## src/rtl/mem_stage_pkg.sv

```systemverilog
// Shared definitions for the MEM-stage controller: FSM encoding, control-word bit
// positions and the load-data extension helper.
package mem_stage_pkg;

    typedef enum logic [1:0] {
        ST_IDLE     = 2'd0,
        ST_MEM_WAIT = 2'd1,
        ST_BASE_WB  = 2'd2
    } state_t;

    localparam int MC_RD      = 0;
    localparam int MC_WR      = 1;
    localparam int MC_BASE_WB = 2;
    localparam int MC_BYTE    = 3;

    localparam int WB_REG_WRITE  = 0;
    localparam int WB_MEM_TO_REG = 1;

    // Byte loads return the low byte zero-extended; word loads pass through.
    function automatic logic [31:0] load_extend(input logic [31:0] rdata, input logic is_byte);
        return is_byte ? {24'd0, rdata[7:0]} : rdata;
    endfunction

endpackage

```

## src/rtl/mem_stage_if.sv

```systemverilog
// Data-memory request/response bus between the MEM-stage controller (master)
// and the data memory (slave).
interface mem_stage_if;
    logic        dmem_req;
    logic        dmem_we;
    logic        dmem_byte;
    logic [31:0] dmem_addr;
    logic [31:0] dmem_wdata;
    logic        dmem_ready;
    logic [31:0] dmem_rdata;

    modport master (
        output dmem_req, dmem_we, dmem_byte, dmem_addr, dmem_wdata,
        input  dmem_ready, dmem_rdata
    );

    modport slave (
        input  dmem_req, dmem_we, dmem_byte, dmem_addr, dmem_wdata,
        output dmem_ready, dmem_rdata
    );
endinterface

```

## src/rtl/mem_stage_controller.sv

```systemverilog
// MEM-stage sequencer: one data access per load/store, then load-data and optional
// post-index base writeback share the single register-file write port.
module mem_stage_controller
    import mem_stage_pkg::*;
#(
    parameter int MEM_CTRL_W = 7,
    parameter int WB_CTRL_W  = 2,
    parameter int WAIT_LIMIT = 255
) (
    input  logic                  clock,
    input  logic                  reset,
    input  logic                  valid_in,
    input  logic [31:0]           alu_result,
    input  logic [31:0]           mem_data_write,
    input  logic [31:0]           base_reg_content,
    input  logic [3:0]            wb_address,
    input  logic [3:0]            base_register_address,
    input  logic [MEM_CTRL_W-1:0] mem_control,
    input  logic [WB_CTRL_W-1:0]  wb_control,
    mem_stage_if.master           dmem,
    output logic                  stall,
    output logic                  rf_we,
    output logic [3:0]            rf_waddr,
    output logic [31:0]           rf_wdata,
    output logic                  mem_error
);

    localparam int CNT_W = $clog2(WAIT_LIMIT + 1);
    localparam logic [CNT_W-1:0] CNT_LAST = CNT_W'(WAIT_LIMIT - 1);

    state_t             state_reg, state_next;
    logic [CNT_W-1:0]   cnt_reg, cnt_next;
    logic               req_reg, req_next;
    logic               we_reg, we_next;
    logic               byte_reg, byte_next;
    logic [31:0]        addr_reg, addr_next;
    logic [31:0]        wdata_reg, wdata_next;
    logic               rf_we_reg, rf_we_next;
    logic [3:0]         rf_waddr_reg, rf_waddr_next;
    logic [31:0]        rf_wdata_reg, rf_wdata_next;
    logic               err_reg, err_next;
    logic               load_wr_reg, load_wr_next;
    logic               base_pend_reg, base_pend_next;
    logic [3:0]         wb_addr_reg, wb_addr_next;
    logic [3:0]         base_addr_reg, base_addr_next;
    logic [31:0]        base_data_reg, base_data_next;

    logic in_rd, in_wr, in_load;
    logic unused_reserved_bits;

    assign in_rd   = mem_control[MC_RD];
    assign in_wr   = mem_control[MC_WR];
    // A request with both rd and wr set is performed as a store.
    assign in_load = in_rd & ~in_wr;
    assign unused_reserved_bits = ^mem_control[MEM_CTRL_W-1:MC_BYTE+1];

    always_ff @(posedge clock) begin
        if (reset) begin
            state_reg     <= ST_IDLE;
            cnt_reg       <= '0;
            req_reg       <= 1'b0;
            we_reg        <= 1'b0;
            byte_reg      <= 1'b0;
            addr_reg      <= '0;
            wdata_reg     <= '0;
            rf_we_reg     <= 1'b0;
            rf_waddr_reg  <= '0;
            rf_wdata_reg  <= '0;
            err_reg       <= 1'b0;
            load_wr_reg   <= 1'b0;
            base_pend_reg <= 1'b0;
            wb_addr_reg   <= '0;
            base_addr_reg <= '0;
            base_data_reg <= '0;
        end else begin
            state_reg     <= state_next;
            cnt_reg       <= cnt_next;
            req_reg       <= req_next;
            we_reg        <= we_next;
            byte_reg      <= byte_next;
            addr_reg      <= addr_next;
            wdata_reg     <= wdata_next;
            rf_we_reg     <= rf_we_next;
            rf_waddr_reg  <= rf_waddr_next;
            rf_wdata_reg  <= rf_wdata_next;
            err_reg       <= err_next;
            load_wr_reg   <= load_wr_next;
            base_pend_reg <= base_pend_next;
            wb_addr_reg   <= wb_addr_next;
            base_addr_reg <= base_addr_next;
            base_data_reg <= base_data_next;
        end
    end

    always_comb begin
        state_next     = state_reg;
        cnt_next       = cnt_reg;
        req_next       = req_reg;
        we_next        = we_reg;
        byte_next      = byte_reg;
        addr_next      = addr_reg;
        wdata_next     = wdata_reg;
        rf_we_next     = 1'b0;
        rf_waddr_next  = rf_waddr_reg;
        rf_wdata_next  = rf_wdata_reg;
        err_next       = err_reg;
        load_wr_next   = load_wr_reg;
        base_pend_next = base_pend_reg;
        wb_addr_next   = wb_addr_reg;
        base_addr_next = base_addr_reg;
        base_data_next = base_data_reg;

        unique case (state_reg)
            ST_IDLE: begin
                if (valid_in) begin
                    if (in_rd | in_wr) begin
                        load_wr_next   = in_load & wb_control[WB_REG_WRITE]
                                         & wb_control[WB_MEM_TO_REG];
                        base_pend_next = mem_control[MC_BASE_WB] & wb_control[WB_REG_WRITE];
                        wb_addr_next   = wb_address;
                        base_addr_next = base_register_address;
                        base_data_next = base_reg_content;
                        req_next       = 1'b1;
                        we_next        = in_wr;
                        byte_next      = mem_control[MC_BYTE];
                        addr_next      = alu_result;
                        wdata_next     = mem_data_write;
                        cnt_next       = '0;
                        state_next     = ST_MEM_WAIT;
                    end else begin
                        rf_we_next    = wb_control[WB_REG_WRITE];
                        rf_waddr_next = wb_address;
                        rf_wdata_next = alu_result;
                    end
                end
            end

            ST_MEM_WAIT: begin
                if (dmem.dmem_ready) begin
                    req_next  = 1'b0;
                    we_next   = 1'b0;
                    byte_next = 1'b0;
                    if (load_wr_reg) begin
                        rf_we_next    = 1'b1;
                        rf_waddr_next = wb_addr_reg;
                        rf_wdata_next = load_extend(dmem.dmem_rdata, byte_reg);
                    end
                    // Base register equal to the load destination: loaded data wins.
                    if (base_pend_reg && !(load_wr_reg && base_addr_reg == wb_addr_reg))
                        state_next = ST_BASE_WB;
                    else
                        state_next = ST_IDLE;
                end else if (cnt_reg == CNT_LAST) begin
                    req_next   = 1'b0;
                    we_next    = 1'b0;
                    byte_next  = 1'b0;
                    err_next   = 1'b1;
                    state_next = ST_IDLE;
                end else begin
                    cnt_next = cnt_reg + 1'b1;
                end
            end

            ST_BASE_WB: begin
                rf_we_next    = 1'b1;
                rf_waddr_next = base_addr_reg;
                rf_wdata_next = base_data_reg;
                state_next    = ST_IDLE;
            end

            default: state_next = ST_IDLE;
        endcase
    end

    assign stall           = (state_reg != ST_IDLE);
    assign dmem.dmem_req   = req_reg;
    assign dmem.dmem_we    = we_reg;
    assign dmem.dmem_byte  = byte_reg;
    assign dmem.dmem_addr  = addr_reg;
    assign dmem.dmem_wdata = wdata_reg;
    assign rf_we           = rf_we_reg;
    assign rf_waddr        = rf_waddr_reg;
    assign rf_wdata        = rf_wdata_reg;
    assign mem_error       = err_reg;

endmodule
```

## src/flat_wrapper.sv

```systemverilog
// flat-port wrapper written by rule: the top's interface ports become plain ports
module mem_stage_controller_flat import mem_stage_pkg::*;
#(
    parameter int MEM_CTRL_W = 7,
    parameter int WB_CTRL_W  = 2,
    parameter int WAIT_LIMIT = 255
)
  (clock, reset, valid_in, alu_result, mem_data_write, base_reg_content, wb_address, base_register_address, mem_control, wb_control, stall, rf_we, rf_waddr, rf_wdata, mem_error, dmem_dmem_req, dmem_dmem_we, dmem_dmem_byte, dmem_dmem_addr, dmem_dmem_wdata, dmem_dmem_ready, dmem_dmem_rdata);
  mem_stage_if dmem_i ();
  input  logic clock;
  input  logic reset;
  input  logic valid_in;
  input  logic [31:0] alu_result;
  input  logic [31:0] mem_data_write;
  input  logic [31:0] base_reg_content;
  input  logic [3:0] wb_address;
  input  logic [3:0] base_register_address;
  input  logic [MEM_CTRL_W-1:0] mem_control;
  input  logic [WB_CTRL_W-1:0] wb_control;
  output logic stall;
  output logic rf_we;
  output logic [3:0] rf_waddr;
  output logic [31:0] rf_wdata;
  output logic mem_error;
  output wire logic [$bits(dmem_i.dmem_req)-1:0] dmem_dmem_req;
  output wire logic [$bits(dmem_i.dmem_we)-1:0] dmem_dmem_we;
  output wire logic [$bits(dmem_i.dmem_byte)-1:0] dmem_dmem_byte;
  output wire logic [$bits(dmem_i.dmem_addr)-1:0] dmem_dmem_addr;
  output wire logic [$bits(dmem_i.dmem_wdata)-1:0] dmem_dmem_wdata;
  input wire logic [$bits(dmem_i.dmem_ready)-1:0] dmem_dmem_ready;
  input wire logic [$bits(dmem_i.dmem_rdata)-1:0] dmem_dmem_rdata;
  assign dmem_dmem_req = dmem_i.dmem_req;
  assign dmem_dmem_we = dmem_i.dmem_we;
  assign dmem_dmem_byte = dmem_i.dmem_byte;
  assign dmem_dmem_addr = dmem_i.dmem_addr;
  assign dmem_dmem_wdata = dmem_i.dmem_wdata;
  assign dmem_i.dmem_ready = dmem_dmem_ready;
  assign dmem_i.dmem_rdata = dmem_dmem_rdata;
  mem_stage_controller #(.MEM_CTRL_W(MEM_CTRL_W), .WB_CTRL_W(WB_CTRL_W), .WAIT_LIMIT(WAIT_LIMIT)) u_core (.clock(clock), .reset(reset), .valid_in(valid_in), .alu_result(alu_result), .mem_data_write(mem_data_write), .base_reg_content(base_reg_content), .wb_address(wb_address), .base_register_address(base_register_address), .mem_control(mem_control), .wb_control(wb_control), .dmem(dmem_i), .stall(stall), .rf_we(rf_we), .rf_waddr(rf_waddr), .rf_wdata(rf_wdata), .mem_error(mem_error));
endmodule
```

## config.mk

```make
export PLATFORM = sky130hd
export DESIGN_NAME = mem_stage_controller_flat
export DESIGN_NICKNAME = d
export VERILOG_FILES = /design/src/rtl/mem_stage_pkg.sv /design/src/rtl/mem_stage_if.sv /design/src/rtl/mem_stage_controller.sv /design/src/flat_wrapper.sv
export SDC_FILE = /design/constraint.sdc
export NUM_CORES = 1
export LEC_CHECK = 0
export CAP_MARGIN = 10
export CORE_ASPECT_RATIO = 0.6
export CORE_MARGIN = 2
export CORE_UTILIZATION = 61
export CTS_CLUSTER_SIZE = 24
export DETAILED_ROUTE_END_ITERATION = 6
export DONT_BUFFER_PORTS = 1
export PLACE_DENSITY = 0.86
export SYNTH_ARGS = -nofsm -noshare
export SYNTH_HDL_FRONTEND = slang
export SYNTH_SLANG_ARGS = --single-unit
```

## constraint.sdc

```tcl
create_clock -name clock -period 3.9 [get_ports clock]
set_clock_uncertainty 0.1 [all_clocks]
set_input_delay 0.39 -clock clock [delete_from_list [all_inputs] [get_ports clock]]
set_output_delay 0.39 -clock clock [all_outputs]
set_load 0.01 [all_outputs]
```

==> impl_results.md <==
- Synth Area in Compound Gates: 23.67%
- Final #Nets: 933
- Port-buffer cells: 0
- Io pins: 255
- Gp weighted congestion: 0.7878
- Via count of the routed design: 5756
- Status: complete, no violations
- DRC errors left: 0
- Multiplexer share of the synthesized area: 0.1569%
- Share of the synthesized area in the top cell type: 49.25%
- Max Cap Violations: 0
- WP data required: 4.12 ns
- Synthesis warning total: 0
- Post-Synthesis Cells: 817
- Worst-path maximum fanout: 23
- Final hold violations: 0
- Core area: 10020 um2
- Combinational family with the most area after synthesis: compound AO/OA/AOI/OAI gates
- Clock Tree Buf Depth: 2
- Number of cell rows: 28
- Die area: 11320 um2
- All-Layer GR Usage: 29.56%
- Slew Viols, Final: 0
- Crit share post-route: 68.32%
- Hold_sp: reset
- CTS buffer count: 17
- Post-synth ARST share: 0%
- Clk_lat worst skew: 0.40 ns
- Synth Flop Type: dfxtp_1
- First-pass GRT wire length: 26870 um
- Startpoint types: register
- Antenna fix cells: 0
- Worst IR drop on VDD: 0.3478 mV
- RR Startpoint: u_core.state_reg[1]
- Worst-Margin Slew: 1.211 ns
- Setup Buffers After CTS: 0
- Hold path cells: 1
- Post_cts resized: 0
- Die Width: 136.0 um
- FF-to-FF path depth: 6
- Synth area leader: dfxtp_1
- Avg Cell Area, Syn: 7.810 um2
- Vias per inst: 6.223
- Largest net degree at the start of global routing: 150
- H-tree lvl count: 4
- Crit. End Element: register
- Fraction of layout instances using a drive strength above 1: 5.696%
- Worst slew margin: 19.27%
- TritonRoute pass-1 iters: 6
- Pwr per Cell Area: 569.1 nW/um2
- Crit. Startpoint: u_core.state_reg[1]
- Die height: 83.23 um
- Netlist cell types: 39
- Final setup fails: 0
- Routed WL per cell: 18.79 um
- Placed cell area: 6340 um2
- Area Growth Syn to Fin: 10.02%
- Initial antenna violation count: 0
- WS Path Type: reg2reg
- Synth Area in Simple Gates: 20.39%
- Main area contributors after synthesis: dfxtp_1 49%, nand2_1 16%, a21oi_1 12%
- Initial DRC count: 417
- Adder-Cell Fraction of Synth Area: 1.176%
- Vias in the first global route: 5614
- Final instance area: 7020 um2
- Yosys reg bits: 157
- EDFF count, synth: 0
- CTS root buf: clkbuf_16
- Clock slew at reported path FFs: 0.05 ns
- Fmax: 375.3 MHz
- CTS tree: yes
- TNS Setup: 0 ns
- Sequential element share of the synthesized area: 49.25%
- Synth Area in XOR/XNOR: 0.5490%
- Clk sinks: 157
- RSZ-0062 raised after global routing: no
- Worst Path Arrival: 2.88 ns
- Initial Util: 63.69%
- Post-DP HPWL: 11770 um
- Type of the worst min-delay path: in2reg
- P_leak: 2.488 nW
- Antenna Nets Post-Route: 0
- Synth Net Count: 972
- Total congestion overflow: 0
- Total Wirelength: 17380 um
- Area of the mapped netlist: 6381 um2
- Shortest period the worst path allows: 2.664 ns
## power by group
| part | leakage (nW) | switching [mW] | internal (mW) |
|---|---|---|---|
| logic | 0.891 | 0.267 | 0.130 |
| registers | 1.28 | 0.114 | 1.71 |
| clock network | 0.312 | 0.631 | 1.14 |
| total | 2.49 | 1.01 | 2.98 |
## cell usage in the layout, fill, tap and decap left out, types with 2 or more instances in the layout
cell type	n
buf_4	8
nand4_1	4
a21oi_1	154
inv_1	6
o211ai_1	16
or4_1	5
a211o_1	24
nand2b_1	2
bufinv_16	4
dfxtp_1	157
xor2_1	3
ha_1	5
a22oi_1	36
nand2_1	265
o21ai_0	7
nor2_1	32
clkbuf_16	17
o21a_1	2
clkbuf_8	4
o31ai_1	4
nand3_1	6
clkinv_4	3
or3_1	2
## per-stage QoR
stage	hold slack (ns)	cells	setup WS [ns]	utilization [%]	power, mW
2_1_floorplan	0.3270	817	1.842	-	2.154
3_3_place_gp	0.3356	892	1.439	63.27	2.199
3_5_place_dp	0.3403	892	1.333	63.27	2.227
4_1_cts	0.003020	925	1.306	70.07	4.004
5_1_grt	0.001622	925	1.072	70.07	4.131
6_report	0.02019	925	1.236	70.07	3.995
## synth_stat cells (2+ instances only)
| master | instances |
|---|---|
| a22oi_1 | 36 |
| nand2b_1 | 2 |
| or3_1 | 2 |
| buf_2 | 5 |
| xor2_1 | 3 |
| ha_1 | 6 |
| o211ai_1 | 16 |
| dfxtp_1 | 157 |
| o31ai_1 | 4 |
| nand2_1 | 265 |
| o21ai_0 | 7 |
| nor2_1 | 32 |
| nand3_1 | 6 |
| a21oi_1 | 154 |
| clkbuf_1 | 54 |
| inv_1 | 6 |
| nand4_1 | 4 |
| nor2b_1 | 2 |
| buf_1 | 6 |
| or4_1 | 5 |
| buf_6 | 3 |
| a211o_1 | 24 |
| o21a_1 | 2 |
## worst paths after layout
kind / to / slack [ns]
max: u_core.cnt_reg[5] / 1.24
min reg2reg: u_core.base_data_reg[8] / 0.35
max reg2reg: u_core.cnt_reg[5] / 1.24
min: u_core.state_reg[0] / 0.02
## metal layers
metal  global-route usage (%)  vias up  part of all wire, %
met5                        0        -                    0
met4                    11.36        0                  2.3
met3                    9.524       48                   10
met2                    51.26      324                   49
met1                    33.80     2673                   39
li1                         -     2711                    -
## area by class of cell
class,instances,area (um2)
well taps,135,168.9
inverters,6,22.52
clock buffers,22,484.2
multi-input cells,586,2945
repair buffers,10,97.59
fillers,783,2999
clock inverters,9,158.9
flip-flops and latches,157,3143
## cell families (layout without fill, tap and decap cells)
| kind of cell | after synthesis | in the layout |
|---|---|---|
| AO/OA/AOI/OAI | 250 | 250 |
| adder cells (fa/ha/maj) | 6 | 6 |
| buffers and inverters | 74 | 47 |
| AND/OR/NAND/NOR | 325 | 325 |
| multiplexers | 1 | 1 |
| flip-flops | 157 | 157 |
| XOR/XNOR | 4 | 4 |
## repair_timing
| item | 4_1_cts | 5_1_grt |
|---|---|---|
| endpoints found under the setup margin | 0 | 0 |
| hold buffers | 2 | 0 |
| hold endpoints to repair | 149 | 0 |
## worst max-delay path, cell delays in order (launching register included)
cell and delay, ns:
dfxtp_1 0.33, inv_1 0.10, ha_1 0.76, nand4_1 0.17, o211ai_1 0.72, or4_1 0.23
mux2i_1 0.17
Note: power is estimated with default switching activity, not from simulation.
